File: src/rtl/modulo3_lsb_serial.sv
// rtl/modulo3_lsb_serial.sv - LSB-first serial divisibility-by-3 prefix flag checker
// Optional final-residue port o_rem is enabled by defining MOD3_LSB_REM_EN.
module modulo3_lsb_serial #(
  parameter int WIDTH = 8
) (
  input  logic             clk,
  input  logic             rst_n,
  input  logic             i_in_valid,
  output logic             o_in_ready,
  input  logic [WIDTH-1:0] i_in,
  output logic             o_out_valid,
  output logic [WIDTH-1:0] o_out
`ifdef MOD3_LSB_REM_EN
  ,
  output logic [1:0]       o_rem
`endif
);

  localparam int IDX_W = (WIDTH > 2) ? $clog2(WIDTH) : 1;
  localparam logic [IDX_W-1:0] LAST_IDX = IDX_W'(WIDTH - 1);

  typedef enum logic [1:0] {
    S_IDLE = 2'd0,
    S_RUN  = 2'd1,
    S_DONE = 2'd2
  } state_t;

  state_t           r_state;
  logic [WIDTH-1:0] r_word;
  logic [WIDTH-1:0] r_flags;
  logic [WIDTH-1:0] r_out;
  logic [1:0]       r_res;
  logic [IDX_W-1:0] r_idx;
  logic             r_out_valid;
`ifdef MOD3_LSB_REM_EN
  logic [1:0]       r_rem;
`endif

  logic             w_bit;
  logic [2:0]       w_addend;
  logic [1:0]       w_r_base;
  logic [2:0]       w_sum;
  logic [1:0]       w_r_next;
  logic [WIDTH-1:0] w_flags_next;

  // Bit weight alternates 1,2 because 2^k mod 3 does; code 11 folds to 0.
  always_comb begin
    w_bit        = r_word[r_idx];
    w_addend     = w_bit ? (r_idx[0] ? 3'd2 : 3'd1) : 3'd0;
    w_r_base     = (r_res == 2'b11) ? 2'b00 : r_res;
    w_sum        = {1'b0, w_r_base} + w_addend;
    w_r_next     = (w_sum >= 3'd3) ? 2'(w_sum - 3'd3) : w_sum[1:0];
    w_flags_next = r_flags;
    w_flags_next[r_idx] = (w_r_next == 2'd0);
  end

  assign o_in_ready  = (r_state != S_RUN);
  assign o_out_valid = r_out_valid;
  assign o_out       = r_out;
`ifdef MOD3_LSB_REM_EN
  assign o_rem       = r_rem;
`endif

  always_ff @(posedge clk or negedge rst_n) begin
    if (!rst_n) begin
      r_state     <= S_IDLE;
      r_word      <= '0;
      r_flags     <= '0;
      r_out       <= '0;
      r_res       <= 2'd0;
      r_idx       <= '0;
      r_out_valid <= 1'b0;
`ifdef MOD3_LSB_REM_EN
      r_rem       <= 2'd0;
`endif
    end else begin
      r_out_valid <= 1'b0;
      case (r_state)
        S_IDLE: begin
          if (i_in_valid) begin
            r_word  <= i_in;
            r_flags <= '0;
            r_res   <= 2'd0;
            r_idx   <= '0;
            r_state <= S_RUN;
          end
        end
        S_RUN: begin
          r_res   <= w_r_next;
          r_flags <= w_flags_next;
          r_idx   <= r_idx + 1'b1;
          if (r_idx == LAST_IDX) begin
            r_state     <= S_DONE;
            r_out       <= w_flags_next;
            r_out_valid <= 1'b1;
`ifdef MOD3_LSB_REM_EN
            r_rem       <= w_r_next;
`endif
          end
        end
        S_DONE: begin
          if (i_in_valid) begin
            r_word  <= i_in;
            r_flags <= '0;
            r_res   <= 2'd0;
            r_idx   <= '0;
            r_state <= S_RUN;
          end else begin
            r_state <= S_IDLE;
          end
        end
        default: r_state <= S_IDLE;
      endcase
    end
  end

endmodule
File: config.mk
export PLATFORM = sky130hd
export DESIGN_NAME = modulo3_lsb_serial
export DESIGN_NICKNAME = d
export VERILOG_FILES = /design/src/rtl/modulo3_lsb_serial.sv
export SDC_FILE = /design/constraint.sdc
export NUM_CORES = 1
export LEC_CHECK = 0
export CORE_MARGIN = 2
export CORE_UTILIZATION = 50
export CTS_CLUSTER_SIZE = 10
export DETAILED_ROUTE_END_ITERATION = 10
export PLACE_DENSITY = 0.82
export RECOVER_POWER = 50
export SYNTH_ARGS = -nofsm -noshare
export SYNTH_HDL_FRONTEND = slang
export SYNTH_SLANG_ARGS = --single-unit
File: constraint.sdc
create_clock -name clk -period 6.65 [get_ports clk]
set_input_delay 0.9975 -clock clk [delete_from_list [all_inputs] [get_ports clk]]
set_output_delay 0.9975 -clock clk [all_outputs]
set_load 0.01 [all_outputs]
==> results of run 1 <==
[flip-flops by register name, indices dropped and copies added (netlist names)]
register and cells:
r_flags 8, o_out_valid 1, r_idx 3, r_word 8, o_out 8, r_res 2, r_state 2
[area by class of cell]
class | count | area [um2] | share of cell area, %
Timing Repair Buffer | 21 | 203.9 | 10.07
Sequential cell | 32 | 800.8 | 39.53
Multi-Input combinational cell | 117 | 898.4 | 44.35
Clock buffer | 6 | 41.29 | 2.038
Tap cell | 46 | 57.56 | 2.841
Inverter | 5 | 18.77 | 0.9265
Clock inverter | 1 | 5.005 | 0.2471
[kinds of logic (layout without fill, tap and decap cells)]
| family | count (synthesis) | count (layout) | synth area share [%] |
|---|---|---|---|
| fa+ha+maj | 5 | 5 | 3.911 |
| buf+inv | 16 | 33 | 4.958 |
| simple gates | 68 | 68 | 21.79 |
| compound gates | 41 | 41 | 21.58 |
| mux | 3 | 3 | 3.072 |
| flops | 32 | 32 | 44.69 |
[worst reg2reg max path, cell delays in order (launching register included)]
cell,delay (ps)
dfrtp_1,660
mux4_2,560
nor2b_1,140
ha_1,210
inv_1,60
fa_1,520
inv_1,100
ha_1,250
nor2b_1,600
a211oi_1,210
o31ai_2,250
[power groups by stage]
stage | clock, mW | combinational [mW] | sequential [mW]
after floorplan | 0 | 0.579 | 0.327
after global placement | 0 | 0.640 | 0.352
after detailed placement | 0 | 0.670 | 0.360
after CTS | 0.107 | 0.672 | 0.355
after global routing | 0.119 | 0.737 | 0.371
final | 0.103 | 0.667 | 0.356
[worst min-delay path by stage]
stage / start / end / slack, ps / depth (start not counted)
finish: r_word[4] / r_word[4] / 480 / 2
global route: o_out[1] / o_out[1] / 520 / 2
CTS: r_word[4] / r_word[4] / 490 / 2
global placement: r_word[5] / r_word[5] / 450 / 2
detailed placement: r_word[6] / r_word[6] / 460 / 2
floorplan: r_word[4] / r_word[4] / 440 / 2
[metal layers]
| layer | up-vias | global-route usage (%) | share of wire (%) |
|---|---|---|---|
| met5 | - | 0 | 0 |
| met4 | 0 | 6.522 | 1.7 |
| met3 | 8 | 6.162 | 5.4 |
| met2 | 39 | 34.11 | 51 |
| met1 | 606 | 23.83 | 42 |
| li1 | 628 | - | - |
[through the flow]
step / worst slack, ps / total power [mW]
2_1_floorplan: 3771 / 0.9060
3_3_place_gp: 3171 / 0.9919
3_5_place_dp: 3016 / 1.029
4_1_cts: 3007 / 1.134
5_1_grt: 2795 / 1.227
6_report: 3002 / 1.126
[cells in the mapped netlist, types with 4 or more instances]
cell type,instances
nand2_1,37
dfrtp_1,32
o21ai_1,6
nand2b_1,4
ha_1,4
inv_1,5
buf_2,5
o31ai_2,8
o211ai_1,7
nor2b_1,10
nand3b_1,4
==> summary.md, run 1 <==
| Metric | Value |
|---|---|
| Mapped Cells | `between 150 and 200` |
| Yosys top cell by area | `dfrtp_1` |
| Placer Congestion | `0.7900` |
| Final instance area | `slightly above 2000 um2` |
| Slew HR | `-12.89%` |
| Layout Skew | `~3.5 ps` |
| Sequential group share of total power | `around a third` |
| Clock power frac | `between 9 and 10%` |
| PwrDens | `555.8 nW/um2` |
| Chip Width | `63.86 um` |
| Hold Slack | `480.7 ps` |
| TritonCTS clock tree | `done` |
| Finished Layout Cells | `between 200 and 250` |
| Routed via count | `~1300` |
| Comb pwr share | `between 50% and 60%` |
| Slew @ Worst Pin | `approximately 1700 ps` |
| R2r worst-path depth | `10` |
| Crit. End Element | `flop` |
| I/O pin count | `21` |
| Sequential area share after synthesis | `around 45%` |
| Starting DRT DRC Count | `35` |
| Flop2flop setup slack | `3000 ps` |
| Top delay family on crit path | `adder cells` |
| Via density | `~5.6` |
| Commonest non-fill, non-tap cells in the layout | `nand2_1, dfrtp_1, clkdlybuf4s50_1` |
| CP Cell Sequence | `mux4_2 > nor2b_1 > ha_1 > inv_1 > fa_1 > inv_1 > ha_1 > nor2b_1 > a211oi_1 > o31ai_2` |
| Post-layout util | `roughly three fifths` |
| Final period util | `54.85%` |
| Core area | `around 3400 um2` |
| Clk_lat worst skew | `between 300 and 400 ps` |
| Global-route wire length before repair | `just over 6000 um` |
| Crit path kind | `flop to flop` |
| Failing checks | `capacitance limit, slew limit` |
| Avg WL per Cell | `approximately 15 um` |
| Antenna-violating nets left | `0` |
| # resized after CTS | `0` |
| Mapped Nets | `around 180` |
| First drt pass iteration count | `4` |
| Full die area | `~4100 um2` |
| Total grt overflow | `0` |
| Highest clock rate | `around 0.27 GHz` |
| Row count | `21` |
| Status | `finished, violations left` |
| RR Startpoint | `r_idx[1]` |
| RSZ-0062 raised after global routing | `false` |
| Total CTS buffers | `5` |
| DRT Wirelength | `3445 um` |
| H-tree depth | `2` |
| DIE HEIGHT | `around 64 um` |
| # setup viols final | `0` |
| Worst setup path end | `o_out[5]` |
| CTS Hold Bufs | `0` |
| Max-slew violations | `33` |
| Startpoint types | `flop` |
| Synth warn | `0` |
| Sw Share | `around 46%` |
| Layout cells sized above 1 | `16.48%` |
| Synth Flop Type | `dfrtp_1` |
| Inserted Diodes | `0` |
| Share of Yosys cell area claimed by the top area cell type | `44.69%` |
| Psw | `around 0.52 mW` |
| EDFF count, synth | `0` |
| Fin crit period | `between 3000 and 4000 ps` |
| Post-CTS setup buffer count | `0` |
| Min-Delay Path Class | `flop to flop` |
| Cells after DPL | `221` |
| Synth cell types | `39` |
| Clk sinks | `32` |
| Int Pwr | `0.6042 mW` |
| Crit path depth | `10` |
| Worst-path clk slew | `roughly 90 ps` |
| Fin Setup TNS | `0 ps` |
| Initial Util | `52.86%` |
| Root Driver | `clkbuf_4` |
| CP bufs+invs | `2` |
| Crit path arrival time | `between 3000 and 4000 ps` |
| FFs w/ async S/R, synth | `100.0%` |
| Ranking of synthesized cells by area | `dfrtp_1, nand2_1, o31ai_2` |
| Final HPWL DP | `roughly 2500 um` |
| LEAKAGE | `0.8740 nW` |
| Register bit total from synthesis | `32` |
| Reg-to-reg critical path endpoint | `o_out[5]` |
| Placed Area | `approximately 2000 um2` |
| Largest net degree at the start of global routing | `33` |
| Fill cell count | `~290` |
| Nets@finish | `198` |
| MaxCap Viol Count | `1` |
| CP Launch Point | `r_idx[1]` |
| Most common cell after layout, fill and taps aside | `nand2_1` |
| Netlist Area Pre-Place | `~1800 um2` |
| GRT Util Overall | `19.97%` |
| Buffers on Ports | `20` |
| Crit Path Max Fanout | `16` |
| Hold Violations, Final | `0` |
| Clk buf depth | `2` |
| Vias in the first global route | `around 1300` |
| Synth-to-Final Area Change | `13.06%` |
| Slowest cell delay on critical path | `approximately 660 ps` |
| DRC violations left | `0` |
| Max stage delay cell, worst path | `dfrtp_1` |
| Syn avg cell area | `approximately 11 um2` |
| Max IR drop VDD | `between 0.2 and 0.3 mV` |
| Worst EP required | `slightly below 7000 ps` |
| Initial antenna violation count | `0` |
No activity file was read; power rests on OpenSTA's default activity.
==> inputs of run 2 (changes only) <==
--- a/config.mk
+++ b/config.mk
@@ -9,7 +9,7 @@
 export CORE_UTILIZATION = 50
 export CTS_CLUSTER_SIZE = 10
 export DETAILED_ROUTE_END_ITERATION = 10
-export PLACE_DENSITY = 0.82
+export PLACE_DENSITY = 0.84
 export RECOVER_POWER = 50
 export SYNTH_ARGS = -nofsm -noshare
 export SYNTH_HDL_FRONTEND = slang
==> constraint.sdc (replaced) <==
create_clock -name clk -period 3.1 [get_ports clk]
set_input_delay 0.465 -clock clk [delete_from_list [all_inputs] [get_ports clk]]
set_output_delay 0.465 -clock clk [all_outputs]
set_load 0.01 [all_outputs]
==> run 2 against run 1 <==
The run still ends with capacitance limit, slew limit left. Design area is 2.4% higher. Worst hold slack worse by 1.5 ps. Register-to-register slack worse by 2800 ps. Total power increased by 120%. Global-route usage fell by 0.58 points. Setup slack got worse by 2800 ps. Die area unchanged. Count of clock-buffer cells in the layout is the same. Clock power up 110%. Critical path depth grew 1. Critical endpoint is now o_out[4].
==> summary.md, run 2 (synthesis gave the netlist of run 1 again) <==
| Metric | Value |
|---|---|
| Status | `finished, violations left` |
| Failing checks | `capacitance limit, slew limit` |
| Vias in the first global route | `~1300` |
| Clk_lat worst skew | `between 300 and 400 ps` |
| Hold Violations, Final | `0` |
| Worst-path clk slew | `roughly 100 ps` |
| Min-Delay Path Class | `flop to flop` |
| Max IR drop VDD | `between 0.5 and 0.6 mV` |
| Max-slew violations | `33` |
| GRT Util Overall | `between 15 and 20%` |
| Most common cell after layout, fill and taps aside | `nand2_1` |
| DRT Wirelength | `roughly 3500 um` |
| Inserted Diodes | `0` |
| Slew @ Worst Pin | `~1700 ps` |
| Slew HR | `-12.07%` |
| Initial antenna violation count | `0` |
| Crit. End Element | `flop` |
| Total CTS buffers | `5` |
| CP bufs+invs | `3` |
| Via density | `5.551` |
| Slowest cell delay on critical path | `about 500 ps` |
| MaxCap Viol Count | `1` |
| Clk buf depth | `2` |
| LEAKAGE | `a little over 0.9 nW` |
| # setup viols final | `0` |
| Crit path arrival time | `3110 ps` |
| Synth-to-Final Area Change | `15.78%` |
| RSZ-0062 raised after global routing | `false` |
| CTS Hold Bufs | `0` |
| Max stage delay cell, worst path | `mux4_2` |
| Highest clock rate | `roughly 0.34 GHz` |
| Root Driver | `clkbuf_4` |
| DIE HEIGHT | `about 64 um` |
| Initial Util | `52.86%` |
| PwrDens | `approximately 1200 nW/um2` |
| Nets@finish | `between 200 and 250` |
| Fin crit period | `slightly below 3000 ps` |
| Full die area | `4078 um2` |
| Largest net degree at the start of global routing | `33` |
| I/O pin count | `21` |
| Avg WL per Cell | `between 10 and 15 um` |
| Post-CTS setup buffer count | `0` |
| Final period util | `between 90% and 100%` |
| Antenna-violating nets left | `0` |
| Row count | `21` |
| DRC violations left | `0` |
| CP Cell Sequence | `mux4_2 > nor2b_1 > ha_1 > inv_1 > fa_1 > inv_1 > ha_1 > nor4bb_4 > buf_4 > a2111oi_2 > o31ai_2` |
| Final HPWL DP | `about 2600 um` |
| Commonest non-fill, non-tap cells in the layout | `nand2_1, dfrtp_1, clkdlybuf4s50_1` |
| Crit path kind | `flop to flop` |
| # resized after CTS | `0` |
| Startpoint types | `flop` |
| Chip Width | `63.86 um` |
| Placer Congestion | `0.8553` |
| Global-route wire length before repair | `between 6000 and 7000 um` |
| First drt pass iteration count | `4` |
| Layout cells sized above 1 | `between 10% and 20%` |
| TritonCTS clock tree | `done` |
| Fin Setup TNS | `0 ps` |
| Routed via count | `~1300` |
| Clk sinks | `32` |
| Total grt overflow | `0` |
| H-tree depth | `2` |
| Layout Skew | `12.88 ps` |
| Starting DRT DRC Count | `131` |
| Fill cell count | `between 200 and 300` |
| Post-layout util | `about three fifths` |
| Core area | `3390 um2` |
| Crit Path Max Fanout | `8` |
| Buffers on Ports | `20` |
| Top delay family on crit path | `adder cells` |
| Worst EP required | `3310 ps` |
## run 2: power breakdown
| part | total [mW] | leakage (nW) | switching, mW | internal [mW] |
|---|---|---|---|---|
| registers | 0.693 | 0.410 | 0.105 | 0.589 |
| clock network | 0.216 | 0.0281 | 0.132 | 0.0834 |
| logic | 1.62 | 0.467 | 0.907 | 0.711 |
| total | 2.53 | 0.905 | 1.14 | 1.38 |
## run 2: worst paths after layout
check	from	end	slack, ps	cells past startpoint
setup / recovery	r_idx[1]	o_out[4]	190	11
hold / removal	r_word[3]	r_word[3]	480	2
setup reg to reg	r_idx[1]	o_out[4]	190	11
hold reg to reg	r_word[3]	r_word[3]	480	2
max in group asynchronous	rst_n	o_out[1]	1030	2
min in group asynchronous	rst_n	o_out[4]	1090	2
## run 2: cell type report
cell class	instances	area, um2	share of cell area [%]
Sequential cell	32	800.8	38.60
Clock buffer	6	41.29	1.990
Timing Repair Buffer	27	249.0	12.00
Tap cell	46	57.56	2.774
Clock inverter	1	5.005	0.2413
Multi-Input combinational cell	117	902.1	43.49
Inverter	5	18.77	0.9047
## run 2: per-layer routing
layer	up-vias	wire, um	part of all wire, %	global-route usage [%]
met5	-	0	0	0
met4	0	34	0.98	5.435
met3	5	175	5.0	6.338
met2	38	1787	51	32.42
met1	621	1477	43	23.98
li1	635	-	-	-
## run 2: through the flow
step / hold slack (ps) / total power [mW] / instances / area, um2 / setup WS [ps]
after floorplan: 169.4 / 1.944 / 165 / 1792 / 220.5
after global placement: 452.7 / 2.231 / 227 / 2032 / 304.1
after detailed placement: 462.7 / 2.321 / 227 / 2032 / 187.2
after CTS: 485.2 / 2.543 / 234 / 2078 / 176.7
after global routing: 515.2 / 2.734 / 234 / 2074 / 32.39
final: 479.2 / 2.528 / 234 / 2074 / 192.8
## run 2: worst register-to-register path, cell delays in order (launching register included)
cell and delay [ps]:
dfrtp_1 390, mux4_2 500, nor2b_1 140, ha_1 190, inv_1 60, fa_1 420, inv_1 80, ha_1 270
nor4bb_4 70, buf_4 180, a2111oi_2 380, o31ai_2 100
==> inputs of run 3 (changes only) <==
--- a/config.mk
+++ b/config.mk
@@ -5,7 +5,6 @@
 export SDC_FILE = /design/constraint.sdc
 export NUM_CORES = 1
 export LEC_CHECK = 0
-export CORE_MARGIN = 2
 export CORE_UTILIZATION = 50
 export CTS_CLUSTER_SIZE = 10
 export DETAILED_ROUTE_END_ITERATION = 10
==> run 3 against run 2 <==
The flow still finishes with violations (capacitance limit, slew limit). Via count is 3.4% higher. Die area is 6.2% lower. Non-clock buffer count is 1 higher. Sequential share of layout area is 1.0 points lower. Count of clock-buffer cells in the layout stayed put. Design area is 2.7% higher. Sequential power is 0.7% higher. Global-route usage is 3.0 points higher. Setup slack worse by 5.3 ps. Critical endpoint is now o_out[2]. Largest cell class unchanged. Largest power group unchanged. Highest routed layer unchanged.
==> summary.md, run 3 (synthesis gave the netlist of run 1 again) <==
| Metric | Value |
|---|---|
| Layout cells sized above 1 | `around 22%` |
| Layout Skew | `about 8.5 ps` |
| Max IR drop VDD | `0.5366 mV` |
| Chip Width | `61.86 um` |
| Slew HR | `-16.35%` |
| PwrDens | `approximately 1300 nW/um2` |
| Clock power frac | `11.6%` |
| Final HPWL DP | `around 2600 um` |
| Clk buf depth | `2` |
| Sequential group share of total power | `25.5%` |
| Crit. End Element | `flop` |
| TritonCTS clock tree | `done` |
| Clk_lat worst skew | `~350 ps` |
| H-tree depth | `2` |
| Crit Path Max Fanout | `8` |
| Hold Violations, Final | `0` |
| Commonest non-fill, non-tap cells in the layout | `nand2_1, dfrtp_1, clkdlybuf4s50_1` |
| Core area | `~3400 um2` |
| Via density | `~5.7` |
| Crit path kind | `flop to flop` |
| Buffers on Ports | `20` |
| Initial Util | `~53%` |
| GRT Util Overall | `approximately 22%` |
| Worst-path clk slew | `100 ps` |
| Int Pwr | `1.530 mW` |
| Initial antenna violation count | `0` |
| Fin crit period | `~2900 ps` |
| # setup viols final | `0` |
| Sw Share | `between 40 and 50%` |
| Hold Slack | `490.7 ps` |
| Vias in the first global route | `approximately 1300` |
| Slew @ Worst Pin | `between 1500 and 2000 ps` |
| Placer Congestion | `0.7853` |
| Synth-to-Final Area Change | `18.92%` |
| Avg WL per Cell | `15.57 um` |
| Crit path arrival time | `around 3100 ps` |
| Max-slew violations | `33` |
| Routed via count | `1343` |
| DRT Wirelength | `~3700 um` |
| MaxCap Viol Count | `1` |
| I/O pin count | `21` |
| Clk sinks | `32` |
| Root Driver | `clkbuf_4` |
| Total power | `2.741 mW` |
| Largest net degree at the start of global routing | `33` |
| Highest clock rate | `0.3433 GHz` |
| Placed Area | `slightly above 2000 um2` |
| Min-Delay Path Class | `flop to flop` |
| Total grt overflow | `0` |
| Comb pwr share | `between 60% and 70%` |
| Failing checks | `capacitance limit, slew limit` |
| Fill cell count | `281` |
| Psw | `about 1.2 mW` |
| Full die area | `around 3800 um2` |
| Final period util | `93.95%` |
| Most common cell after layout, fill and taps aside | `nand2_1` |
| DRC violations left | `0` |
| Worst EP required | `3320 ps` |
| Antenna-violating nets left | `0` |
| Nets@finish | `roughly 210` |
| Startpoint types | `flop` |
| Inserted Diodes | `0` |
| DIE HEIGHT | `61.86 um` |
| Global-route wire length before repair | `6078 um` |
| Starting DRT DRC Count | `60` |
| LEAKAGE | `between 0.9 and 1 nW` |
| Status | `finished, violations left` |
| Total CTS buffers | `5` |
| First drt pass iteration count | `4` |
| Final instance area | `between 2000 and 2500 um2` |
| Row count | `21` |
run 3: changes by cell type in the layout (fill, tap and decap cells not counted):
cell / before / now
a32oi_2: 1 / 0
ha_2: 0 / 1
buf_4: 6 / 7
o31ai_1: 2 / 1
a32oi_4: 0 / 1
o31ai_2: 8 / 9
bufinv_16: 0 / 1
ha_1: 4 / 3
run 3: routing by layer:
| layer | track usage, % | vias up | wire length [um] |
|---|---|---|---|
| met4 | 6.984 | 0 | 64 |
| met5 | 0 | - | 0 |
| met2 | 36.71 | 33 | 1873 |
| met1 | 28.04 | 664 | 1611 |
| li1 | - | 637 | - |
| met3 | 7.660 | 9 | 126 |
run 3: final timing paths:
kind	start	end	slack, ps	depth (start not counted)
min reg2reg	o_out[6]	o_out[6]	490	2
max reg2reg	r_idx[1]	o_out[2]	190	11
min	o_out[6]	o_out[6]	490	2
min in group asynchronous	rst_n	o_out[3]	1110	2
max in group asynchronous	rst_n	r_idx[0]	980	2
max	r_idx[1]	o_out[2]	190	11
run 3: power by group through the flow:
stage               combinational [mW]  clock (mW)  sequential [mW]
finish                            1.73       0.317            0.698
global route                      1.88       0.343            0.717
CTS                               1.60       0.323            0.700
detailed placement                1.59           0            0.709
global placement                  1.53           0            0.696
floorplan                         1.24           0            0.701
run 3: cell type report:
cell class / count / area, um2 / area share [%]
clock buffers: 6 / 41.29 / 1.938
repair buffers: 28 / 256.5 / 12.04
flip-flops and latches: 32 / 800.8 / 37.58
inverters: 5 / 18.77 / 0.8808
well taps: 46 / 57.56 / 2.701
multi-input cells: 117 / 920.9 / 43.22
clock inverters: 2 / 35.03 / 1.644
run 3: stage by stage:
stage	utilization, %	setup slack, ps	TNS, ps	cells
floorplan	-	220.5	0	165
global placement	59.95	176.8	0	227
detailed placement	59.95	93.24	0	227
CTS	62.20	74.57	0	235
global route	62.86	-5.107	-5.107	236
finish	62.86	187.4	0	236
run 3: timing repair:
item	CTS	global route
setup buffers	0	1
setup endpoints to repair	0	9
hold buffers	0	0
gates resized for setup	0	3
run 3: worst max-delay path: stages (launching register included):
cell       delay, ps
dfrtp_1          420
mux4_2           500
nor2b_1          140
ha_1             180
inv_1             70
fa_1             430
inv_1             80
ha_2             230
nor4bb_4          60
buf_4            180
a2111oi_2        390
o31ai_2          100
